<file path="src/rtl/axi4lite_pkg.sv">
// Shared AXI4-Lite types and helpers for the register bank.
package axi4lite_pkg;

  typedef enum logic [1:0] {
    RESP_OKAY   = 2'b00,
    RESP_EXOKAY = 2'b01,
    RESP_SLVERR = 2'b10,
    RESP_DECERR = 2'b11
  } axi_resp_e;

  // Byte-lane merge of one 32-bit word: lanes with strb set take the new data.
  function automatic logic [31:0] strb_merge(input logic [31:0] old,
                                             input logic [31:0] data,
                                             input logic [3:0]  strb);
    logic [31:0] res;
    for (int i = 0; i < 4; i++) begin
      res[i*8 +: 8] = strb[i] ? data[i*8 +: 8] : old[i*8 +: 8];
    end
    return res;
  endfunction

endpackage

</file>
<file path="src/rtl/axi4lite_aw_w_join.sv">
// Joins the AXI4-Lite AW and W channels into a single write command.
// Each channel is accepted independently and held until both are present;
// the command is consumed by the bank on the cmd_valid & cmd_ready edge.
module axi4lite_aw_w_join
  import axi4lite_pkg::*;
#(
  parameter int ADDR_WIDTH = 32,
  parameter int DATA_WIDTH = 32
) (
  input  logic                      aclk,
  input  logic                      aresetn,
  input  logic [ADDR_WIDTH-1:0]     awaddr,
  input  logic [2:0]                awprot,
  input  logic                      awvalid,
  output logic                      awready,
  input  logic [DATA_WIDTH-1:0]     wdata,
  input  logic [DATA_WIDTH/8-1:0]   wstrb,
  input  logic                      wvalid,
  output logic                      wready,
  input  logic                      busy,
  output logic                      cmd_valid,
  input  logic                      cmd_ready,
  output logic [ADDR_WIDTH-1:0]     cmd_addr,
  output logic [2:0]                cmd_prot,
  output logic [DATA_WIDTH-1:0]     cmd_data,
  output logic [DATA_WIDTH/8-1:0]   cmd_strb
);

  logic aw_held;
  logic w_held;

  // A channel stays blocked while its beat is held or a B response is pending.
  assign awready   = ~aw_held & ~busy;
  assign wready    = ~w_held & ~busy;
  assign cmd_valid = aw_held & w_held;

  // Held flags: set on each channel handshake, cleared together on commit.
  always_ff @(posedge aclk or negedge aresetn) begin
    if (!aresetn) begin
      aw_held <= 1'b0;
      w_held  <= 1'b0;
    end else if (cmd_valid && cmd_ready) begin
      aw_held <= 1'b0;
      w_held  <= 1'b0;
    end else begin
      if (awvalid && awready) aw_held <= 1'b1;
      if (wvalid && wready)   w_held  <= 1'b1;
    end
  end

  // Capture registers are data only; their content is qualified by the held flags.
  always_ff @(posedge aclk) begin
    if (awvalid && awready) begin
      cmd_addr <= awaddr;
      cmd_prot <= awprot;
    end
    if (wvalid && wready) begin
      cmd_data <= wdata;
      cmd_strb <= wstrb;
    end
  end

endmodule

</file>
<file path="src/rtl/axi4lite_reg_bank.sv">
// AXI4-Lite slave register bank: NUM_REGS read/write registers exposed flat
// on reg_o with a one-cycle reg_wr_o pulse per committed write.
// One write and one read may be outstanding at once, running concurrently.
// Optional macro AXI4LITE_REG_BANK_PROT_CHECK_EN: unprivileged accesses
// (prot[0]==0) answer SLVERR with no side effect and zero read data.
module axi4lite_reg_bank
  import axi4lite_pkg::*;
#(
  parameter int                    ADDR_WIDTH = 32,
  parameter int                    DATA_WIDTH = 32,
  parameter int                    NUM_REGS   = 16,
  parameter logic [DATA_WIDTH-1:0] RESET_VAL  = '0
) (
  input  logic                           aclk,
  input  logic                           aresetn,
  input  logic [ADDR_WIDTH-1:0]          s_axi_awaddr,
  input  logic [2:0]                     s_axi_awprot,
  input  logic                           s_axi_awvalid,
  output logic                           s_axi_awready,
  input  logic [DATA_WIDTH-1:0]          s_axi_wdata,
  input  logic [DATA_WIDTH/8-1:0]        s_axi_wstrb,
  input  logic                           s_axi_wvalid,
  output logic                           s_axi_wready,
  output logic [1:0]                     s_axi_bresp,
  output logic                           s_axi_bvalid,
  input  logic                           s_axi_bready,
  input  logic [ADDR_WIDTH-1:0]          s_axi_araddr,
  input  logic [2:0]                     s_axi_arprot,
  input  logic                           s_axi_arvalid,
  output logic                           s_axi_arready,
  output logic [DATA_WIDTH-1:0]          s_axi_rdata,
  output logic [1:0]                     s_axi_rresp,
  output logic                           s_axi_rvalid,
  input  logic                           s_axi_rready,
  output logic [NUM_REGS*DATA_WIDTH-1:0] reg_o,
  output logic [NUM_REGS-1:0]            reg_wr_o
);

  localparam int STRB_W = DATA_WIDTH / 8;
  localparam int OFF_W  = $clog2(STRB_W);
  localparam int IDX_W  = $clog2(NUM_REGS);
  localparam int WORDS  = DATA_WIDTH / 32;

  logic [DATA_WIDTH-1:0] regs [NUM_REGS];
  logic                  bvalid;
  axi_resp_e             bresp;
  logic                  rvalid;
  axi_resp_e             rresp;

  logic                  cmd_valid;
  logic                  cmd_ready;
  logic [ADDR_WIDTH-1:0] cmd_addr;
  logic [2:0]            cmd_prot;
  logic [DATA_WIDTH-1:0] cmd_data;
  logic [STRB_W-1:0]     cmd_strb;

  logic                  commit;
  logic [IDX_W-1:0]      wr_idx;
  logic                  wr_err;
  logic                  wr_prot_err;
  logic [DATA_WIDTH-1:0] wr_merged;
  logic [IDX_W-1:0]      rd_idx;
  logic                  rd_err;
  logic                  rd_prot_err;
  logic                  unused_ok;

  axi4lite_aw_w_join #(
    .ADDR_WIDTH (ADDR_WIDTH),
    .DATA_WIDTH (DATA_WIDTH)
  ) u_join (
    .aclk      (aclk),
    .aresetn   (aresetn),
    .awaddr    (s_axi_awaddr),
    .awprot    (s_axi_awprot),
    .awvalid   (s_axi_awvalid),
    .awready   (s_axi_awready),
    .wdata     (s_axi_wdata),
    .wstrb     (s_axi_wstrb),
    .wvalid    (s_axi_wvalid),
    .wready    (s_axi_wready),
    .busy      (bvalid),
    .cmd_valid (cmd_valid),
    .cmd_ready (cmd_ready),
    .cmd_addr  (cmd_addr),
    .cmd_prot  (cmd_prot),
    .cmd_data  (cmd_data),
    .cmd_strb  (cmd_strb)
  );

`ifdef AXI4LITE_REG_BANK_PROT_CHECK_EN
  assign wr_prot_err = ~cmd_prot[0];
  assign rd_prot_err = ~s_axi_arprot[0];
`else
  assign wr_prot_err = 1'b0;
  assign rd_prot_err = 1'b0;
`endif

  // Byte-offset bits and (when unchecked) prot are intentionally ignored.
  assign unused_ok = ^{cmd_prot, s_axi_arprot, cmd_addr[OFF_W-1:0], s_axi_araddr[OFF_W-1:0]};

  // Decode: index bits select the register, any higher set bit is an error.
  assign wr_idx      = cmd_addr[OFF_W +: IDX_W];
  assign wr_err      = (|(cmd_addr >> (OFF_W + IDX_W))) | wr_prot_err;
  assign rd_idx      = s_axi_araddr[OFF_W +: IDX_W];
  assign rd_err      = (|(s_axi_araddr >> (OFF_W + IDX_W))) | rd_prot_err;

  // The bank takes a joined command whenever no B response is pending.
  assign cmd_ready   = ~bvalid;
  assign commit      = cmd_valid & cmd_ready;

  // Byte-strobe merge of the target register, one 32-bit word at a time.
  always_comb begin
    wr_merged = regs[wr_idx];
    for (int w = 0; w < WORDS; w++) begin
      wr_merged[w*32 +: 32] = strb_merge(regs[wr_idx][w*32 +: 32],
                                         cmd_data[w*32 +: 32],
                                         cmd_strb[w*4 +: 4]);
    end
  end

  // Write commit: update register, pulse reg_wr_o, raise B; B clears on handshake.
  always_ff @(posedge aclk or negedge aresetn) begin
    if (!aresetn) begin
      for (int k = 0; k < NUM_REGS; k++) regs[k] <= RESET_VAL;
      reg_wr_o <= '0;
      bvalid   <= 1'b0;
      bresp    <= RESP_OKAY;
    end else begin
      reg_wr_o <= '0;
      if (commit) begin
        bvalid <= 1'b1;
        bresp  <= wr_err ? RESP_SLVERR : RESP_OKAY;
        if (!wr_err) begin
          regs[wr_idx]     <= wr_merged;
          reg_wr_o[wr_idx] <= 1'b1;
        end
      end else if (bvalid && s_axi_bready) begin
        bvalid <= 1'b0;
      end
    end
  end

  // Read path: sample the pre-edge register value on AR, hold until R handshake.
  always_ff @(posedge aclk or negedge aresetn) begin
    if (!aresetn) begin
      rvalid      <= 1'b0;
      s_axi_rdata <= '0;
      rresp       <= RESP_OKAY;
    end else if (s_axi_arvalid && s_axi_arready) begin
      rvalid      <= 1'b1;
      s_axi_rdata <= rd_err ? '0 : regs[rd_idx];
      rresp       <= rd_err ? RESP_SLVERR : RESP_OKAY;
    end else if (rvalid && s_axi_rready) begin
      rvalid <= 1'b0;
    end
  end

  assign s_axi_arready = ~rvalid;
  assign s_axi_rvalid  = rvalid;
  assign s_axi_rresp   = rresp;
  assign s_axi_bvalid  = bvalid;
  assign s_axi_bresp   = bresp;

  for (genvar k = 0; k < NUM_REGS; k++) begin : g_reg_out
    assign reg_o[k*DATA_WIDTH +: DATA_WIDTH] = regs[k];
  end

endmodule
</file>
<file path="config.mk">
export PLATFORM = sky130hd
export DESIGN_NAME = axi4lite_reg_bank
export DESIGN_NICKNAME = d
export VERILOG_FILES = /design/src/rtl/axi4lite_pkg.sv /design/src/rtl/axi4lite_aw_w_join.sv /design/src/rtl/axi4lite_reg_bank.sv
export SDC_FILE = /design/constraint.sdc
export NUM_CORES = 1
export LEC_CHECK = 0
export ABC_CLOCK_PERIOD_IN_PS = 6200
export BUFFER_PORTS_ARGS = -buffer_cell sky130_fd_sc_hd__buf_2
export CAP_MARGIN = 30
export CORE_MARGIN = 5
export CORE_UTILIZATION = 35
export CTS_CLUSTER_DIAMETER = 80
export DETAILED_ROUTE_END_ITERATION = 8
export PLACE_DENSITY = 0.61
export SLEW_MARGIN = 15
export SYNTH_ARGS = -nofsm -noshare
export SYNTH_HDL_FRONTEND = slang
export SYNTH_SLANG_ARGS = --single-unit
</file>
<file path="constraint.sdc">
create_clock -name aclk -period 6.2 [get_ports aclk]
set_input_delay 0.62 -clock aclk [delete_from_list [all_inputs] [get_ports aclk]]
set_output_delay 0.62 -clock aclk [all_outputs]
set_load 0.03 [all_outputs]
</file>
==> qor_table.md <==
| Step | Item | Value |
|:---|:---|:---|
| critical path | CP cell instances | buf_4, buf_4, or3_2, o22ai_1, or3_1, a21oi_2, o31ai_1 |
| clock network | TritonCTS sink count | 632 |
| final layout | Area of combinational cells with multiple inputs | 14500 um2 |
| clock network | Number of setup buffers added after CTS | 0 |
| grt | Vias in the first global route | 26700 |
| critical path | CP most frequent cell | sky130_fd_sc_hd__buf_4 |
| grt | Total Routing Usage GR | 27.6% |
| clock network | Worst-Skew Late Latency | 0.64 ns |
| final layout | Post-layout nets | 3416 |
| logic synthesis | Post-synth ARST share | 89.6% |
| power | Cell leakage power | 18.3 nW |
| timing | Final critical-path required period | 3.91 ns |
| logic synthesis | Leading area contributor after synthesis | sky130_fd_sc_hd__dfrtp_1 |
| floorplanning | Total die area | 97700 um2 |
| critical path | Crit path DAT | 4.38 ns |
| final layout | Filler Cells Inserted | 8658 |
| logic synthesis | Share of synthesized cell area in and, or, nand and nor gates | 9.86% |
| power | Peak supply drop | 223 uV |
| clock network | Number of buffers on the longest clock path | 3 |
| logic synthesis | Post-Synth Adder-Cell Area | 0% |
| drt | 1st-pass router iterations | 6 |
| drt | Via/cell ratio | 6.03 |
| timing | Final setup violation count | 0 |
| drt | Via Count | 27500 |
| timing | Setup tns final | 0 ns |
| critical path | Dominant delay contributor by cell family on the critical path | simple AND/OR/NAND/NOR gates |
| logic synthesis | Synth cell types | 47 |
| clock network | CTS clock-pin slew for the worst setup and hold paths | 0.06 ns |
| hold path | Tightest Hold Check Type | in2async |
| floorplanning | Cell row count | 111 |
| logic synthesis | Largest cells by area after synthesis | sky130_fd_sc_hd__dfrtp_1, sky130_fd_sc_hd__o31ai_1, sky130_fd_sc_hd__mux4_2 |
| power | Power per unit of standard cell area | 270 nW/um2 |
| logic synthesis | FF+latch count, synth | 632 |
| placed design | Buffers added on ports | 669 |
| clock network | Clock Tree Root | sky130_fd_sc_hd__clkbuf_16 |
| grt | Wire length of the first global-routing pass | 198000 um |
| logic synthesis | Number of cells produced by synthesis | 2797 |
| timing | Setup repair after global routing missed its margin | false |
| final layout | Ratio of cells with drive above 1 in the final layout | 32.7% |
| timing | Setup clock skew after layout | 0.0245 ns |
| logic synthesis | Area share of the largest cell type after synthesis | 44.2% |
| clock network | Number of instances resized during post-cts repair | 0 |
| floorplanning | Starting density of the core | 35.1% |
| drt | Average wire per cell in the routed design | 30.7 um |
| clock network | Total CTS buffers | 77 |
| critical path | Slowest stage cell, crit path | sky130_fd_sc_hd__or3_2 |
| clock network | Hold-fix buffers, CTS | 0 |
| critical path | Startpoint kind of the worst setup timing path | flip-flop |
| timing | Max-slew headroom | 30.4% |
| final layout | Area Overhead vs Synth | 21.9% |
| final layout | Sequential cell area | 16100 um2 |
| timing | Period utilization | 63.1% |
| outcome | Run status | finished, final reports clean |
| logic synthesis | Yosys synthesis warning count | 0 |
| placed design | RePlAce Congestion | 0.841 |
| floorplanning | Core Box Area | 91200 um2 |
| drt | DRC violations left | 0 |
| clock network | CTS H-Tree Depth | 3 |
| final layout | Count of placed standard cells in the final layout, fillers left out | 4553 |
| logic synthesis | Post-synthesis average cell area | 11.5 um2 |
| logic synthesis | Mux share of post-synthesis cell area | 17.2% |
| logic synthesis | Sequential-to-total area share from yosys stat | 50.4% |
| critical path | Endpoint kind of the worst setup timing path | flip-flop |
| timing | Least-Margin Pin Slew | 1.04 ns |
| floorplanning | Die Height | 313 um |
| logic synthesis | Mapped Area | 32000 um2 |
| logic synthesis | Number of enable flip-flop cells after synthesis | 66 |
| floorplanning | Die boundary width | 313 um |
| grt | Maximum number of pins on one net before global-route repair | 180 |
| grt | Antenna violations before repair | 5 |
| timing | Final hold viol count | 0 |
| logic synthesis | Main combinational cell family by area after synthesis | compound AO/OA/AOI/OAI gates |
| logic synthesis | Leading register cell type out of synthesis | sky130_fd_sc_hd__dfrtp_1 |
| critical path | CP max FO | 28 |
| critical path | Buf/Inv on CP | 2 |
| logic synthesis | Synth Area in Compound Gates | 17.7% |
| placed design | Inst Count DP | 4407 |
| floorplanning | Boundary pin count | 682 |
| placed design | Detailed placer's ending HPWL | 88600 um |
| critical path | Largest stage delay, worst path | 0.89 ns |
| logic synthesis | Xor/xnor share of the synthesized area | 0% |
| timing | Max frequency | 256 MHz |
| drt | Iteration-0 DRC count of the detailed router | 3246 |
| flow run | Number of max-cap violations | 0 |
| critical path | Category of the critical setup timing path | reg2reg |
| clock network | Clock tree from TritonCTS | done |
| grt | Congestion Overflow GR | 0 |
| critical path | CP Data Required Time | 6.67 ns |
| timing | Number of pins exceeding their max-slew limit in the final report | 0 |
| drt | WL final | 140000 um |
| drt | Count of nets left with antenna violations after detail routing | 0 |
==> kinds of logic after synthesis <==
group | count (synthesis)
and+or+nand+nor | 730
buffers and inverters | 340
DFF | 632
AOI/OAI and AO/OA | 742
muxes | 352
other | 1
==> registers in the layout (all words and copies together), names as in the netlist <==
name / flops
u_join.cmd_addr: 30
reg_o: 512
s_axi_bresp: 1
u_join.aw_held: 1
s_axi_rvalid: 1
u_join.cmd_data: 32
u_join.w_held: 1
u_join.cmd_strb: 4
s_axi_rdata: 32
reg_wr_o: 16
s_axi_rresp: 1
s_axi_bvalid: 1
==> power by group <==
group          leakage (nW)  internal (mW)  switching [mW]  total, mW
sequential             8.50           4.30          0.0675       4.36
clock                  1.28           2.78            1.88       4.66
combinational          8.56          0.374            1.13       1.50
==> area by class of cell <==
type / instances / area share [%]
Clock buffer: 110 / 5.74
Antenna cell: 3 / 0.0192
Multi-Input combinational cell: 1826 / 37.1
Timing Repair Buffer: 759 / 11.0
Clock inverter: 30 / 0.891
Sequential cell: 632 / 41.3
Inverter: 7 / 0.0673
Tap cell: 1186 / 3.80
==> synthesized netlist by cell type (17+ instances only) <==
master,count
sky130_fd_sc_hd__nor2_1,41
sky130_fd_sc_hd__o21ai_0,17
sky130_fd_sc_hd__buf_4,19
sky130_fd_sc_hd__dfrtp_1,566
sky130_fd_sc_hd__clkbuf_1,202
sky130_fd_sc_hd__o31ai_1,512
sky130_fd_sc_hd__nor3_1,18
sky130_fd_sc_hd__buf_1,55
sky130_fd_sc_hd__nor2b_1,37
sky130_fd_sc_hd__mux2i_1,192
sky130_fd_sc_hd__nand2_1,546
sky130_fd_sc_hd__and2_1,20
sky130_fd_sc_hd__o22ai_1,64
sky130_fd_sc_hd__buf_2,41
sky130_fd_sc_hd__a22o_1,32
sky130_fd_sc_hd__mux4_2,160
sky130_fd_sc_hd__edfxtp_1,66
sky130_fd_sc_hd__a22oi_1,64
sky130_fd_sc_hd__or3_1,17
==> routing by layer <==
| layer | vias up | track usage, % | routed length, um |
|---|---|---|---|
| met1 | 13900 | 34.7 | 53600 |
| met5 | - | 0 | 13 |
| li1 | 11700 | - | - |
| met4 | 2 | 12.9 | 7110 |
| met2 | 1528 | 44.7 | 66000 |
| met3 | 349 | 7.13 | 13000 |
==> final timing paths <==
path | from | endpoint | slack [ns] | depth (start not counted)
max | u_join.cmd_addr[4] | reg_o[464] | 2.29 | 7
max reg2reg | u_join.cmd_addr[4] | reg_o[464] | 2.29 | 7
min reg2reg | s_axi_rdata[31] | s_axi_rdata[31] | 0.50 | 1
max in group asynchronous | aresetn | reg_o[377] | 4.52 | 2
min in group aclk | s_axi_wstrb[1] | u_join.cmd_strb[1] | 0.15 | 1
min | aresetn | reg_o[131] | 0.08 | 1
==> worst register-to-register path, cell delays in order, from the launching register on <==
cell                       delay (ns)
sky130_fd_sc_hd__edfxtp_1        0.32
sky130_fd_sc_hd__buf_4           0.37
sky130_fd_sc_hd__buf_4           0.69
sky130_fd_sc_hd__or3_2           0.93
sky130_fd_sc_hd__o22ai_1         0.25
sky130_fd_sc_hd__or3_1           0.36
sky130_fd_sc_hd__a21oi_2         0.61
sky130_fd_sc_hd__o31ai_1         0.22
==> stage by stage <==
stage | instance area (um2) | hold slack, ns | total power [mW] | utilization [%] | setup WS (ns)
4_1_cts | 39000 | 0.0621 | 10.6 | 42.7 | 2.36
2_1_floorplan | 32000 | 0.324 | 5.34 | - | 3.68
3_5_place_dp | 36400 | 0.487 | 5.91 | 39.9 | 2.38
6_report | 39100 | 0.0751 | 10.5 | 42.8 | 2.29
3_3_place_gp | 36000 | 0.483 | 5.85 | 39.5 | 2.37
5_1_grt | 39100 | 0.104 | 10.8 | 42.8 | 2.30
==> layout by cell type, fill, tap and decap left out, types with 18 or more instances in the layout <==
master                      synthesis  layout
sky130_fd_sc_hd__buf_2             41     666
sky130_fd_sc_hd__dfrtp_1          566     566
sky130_fd_sc_hd__nand2_1          546     546
sky130_fd_sc_hd__o31ai_1          512     512
sky130_fd_sc_hd__mux2i_1          192     192
sky130_fd_sc_hd__mux4_2           160     160
sky130_fd_sc_hd__clkbuf_16          0      79
sky130_fd_sc_hd__edfxtp_1          66      66
sky130_fd_sc_hd__buf_4             19      65
sky130_fd_sc_hd__o22ai_1           64      64
sky130_fd_sc_hd__a22oi_1           64      64
sky130_fd_sc_hd__nor2_1            41      39
sky130_fd_sc_hd__nor2b_1           37      32
sky130_fd_sc_hd__a22o_1            32      32
sky130_fd_sc_hd__nor3_1            18      18
(Power assumes the default switching activity.)
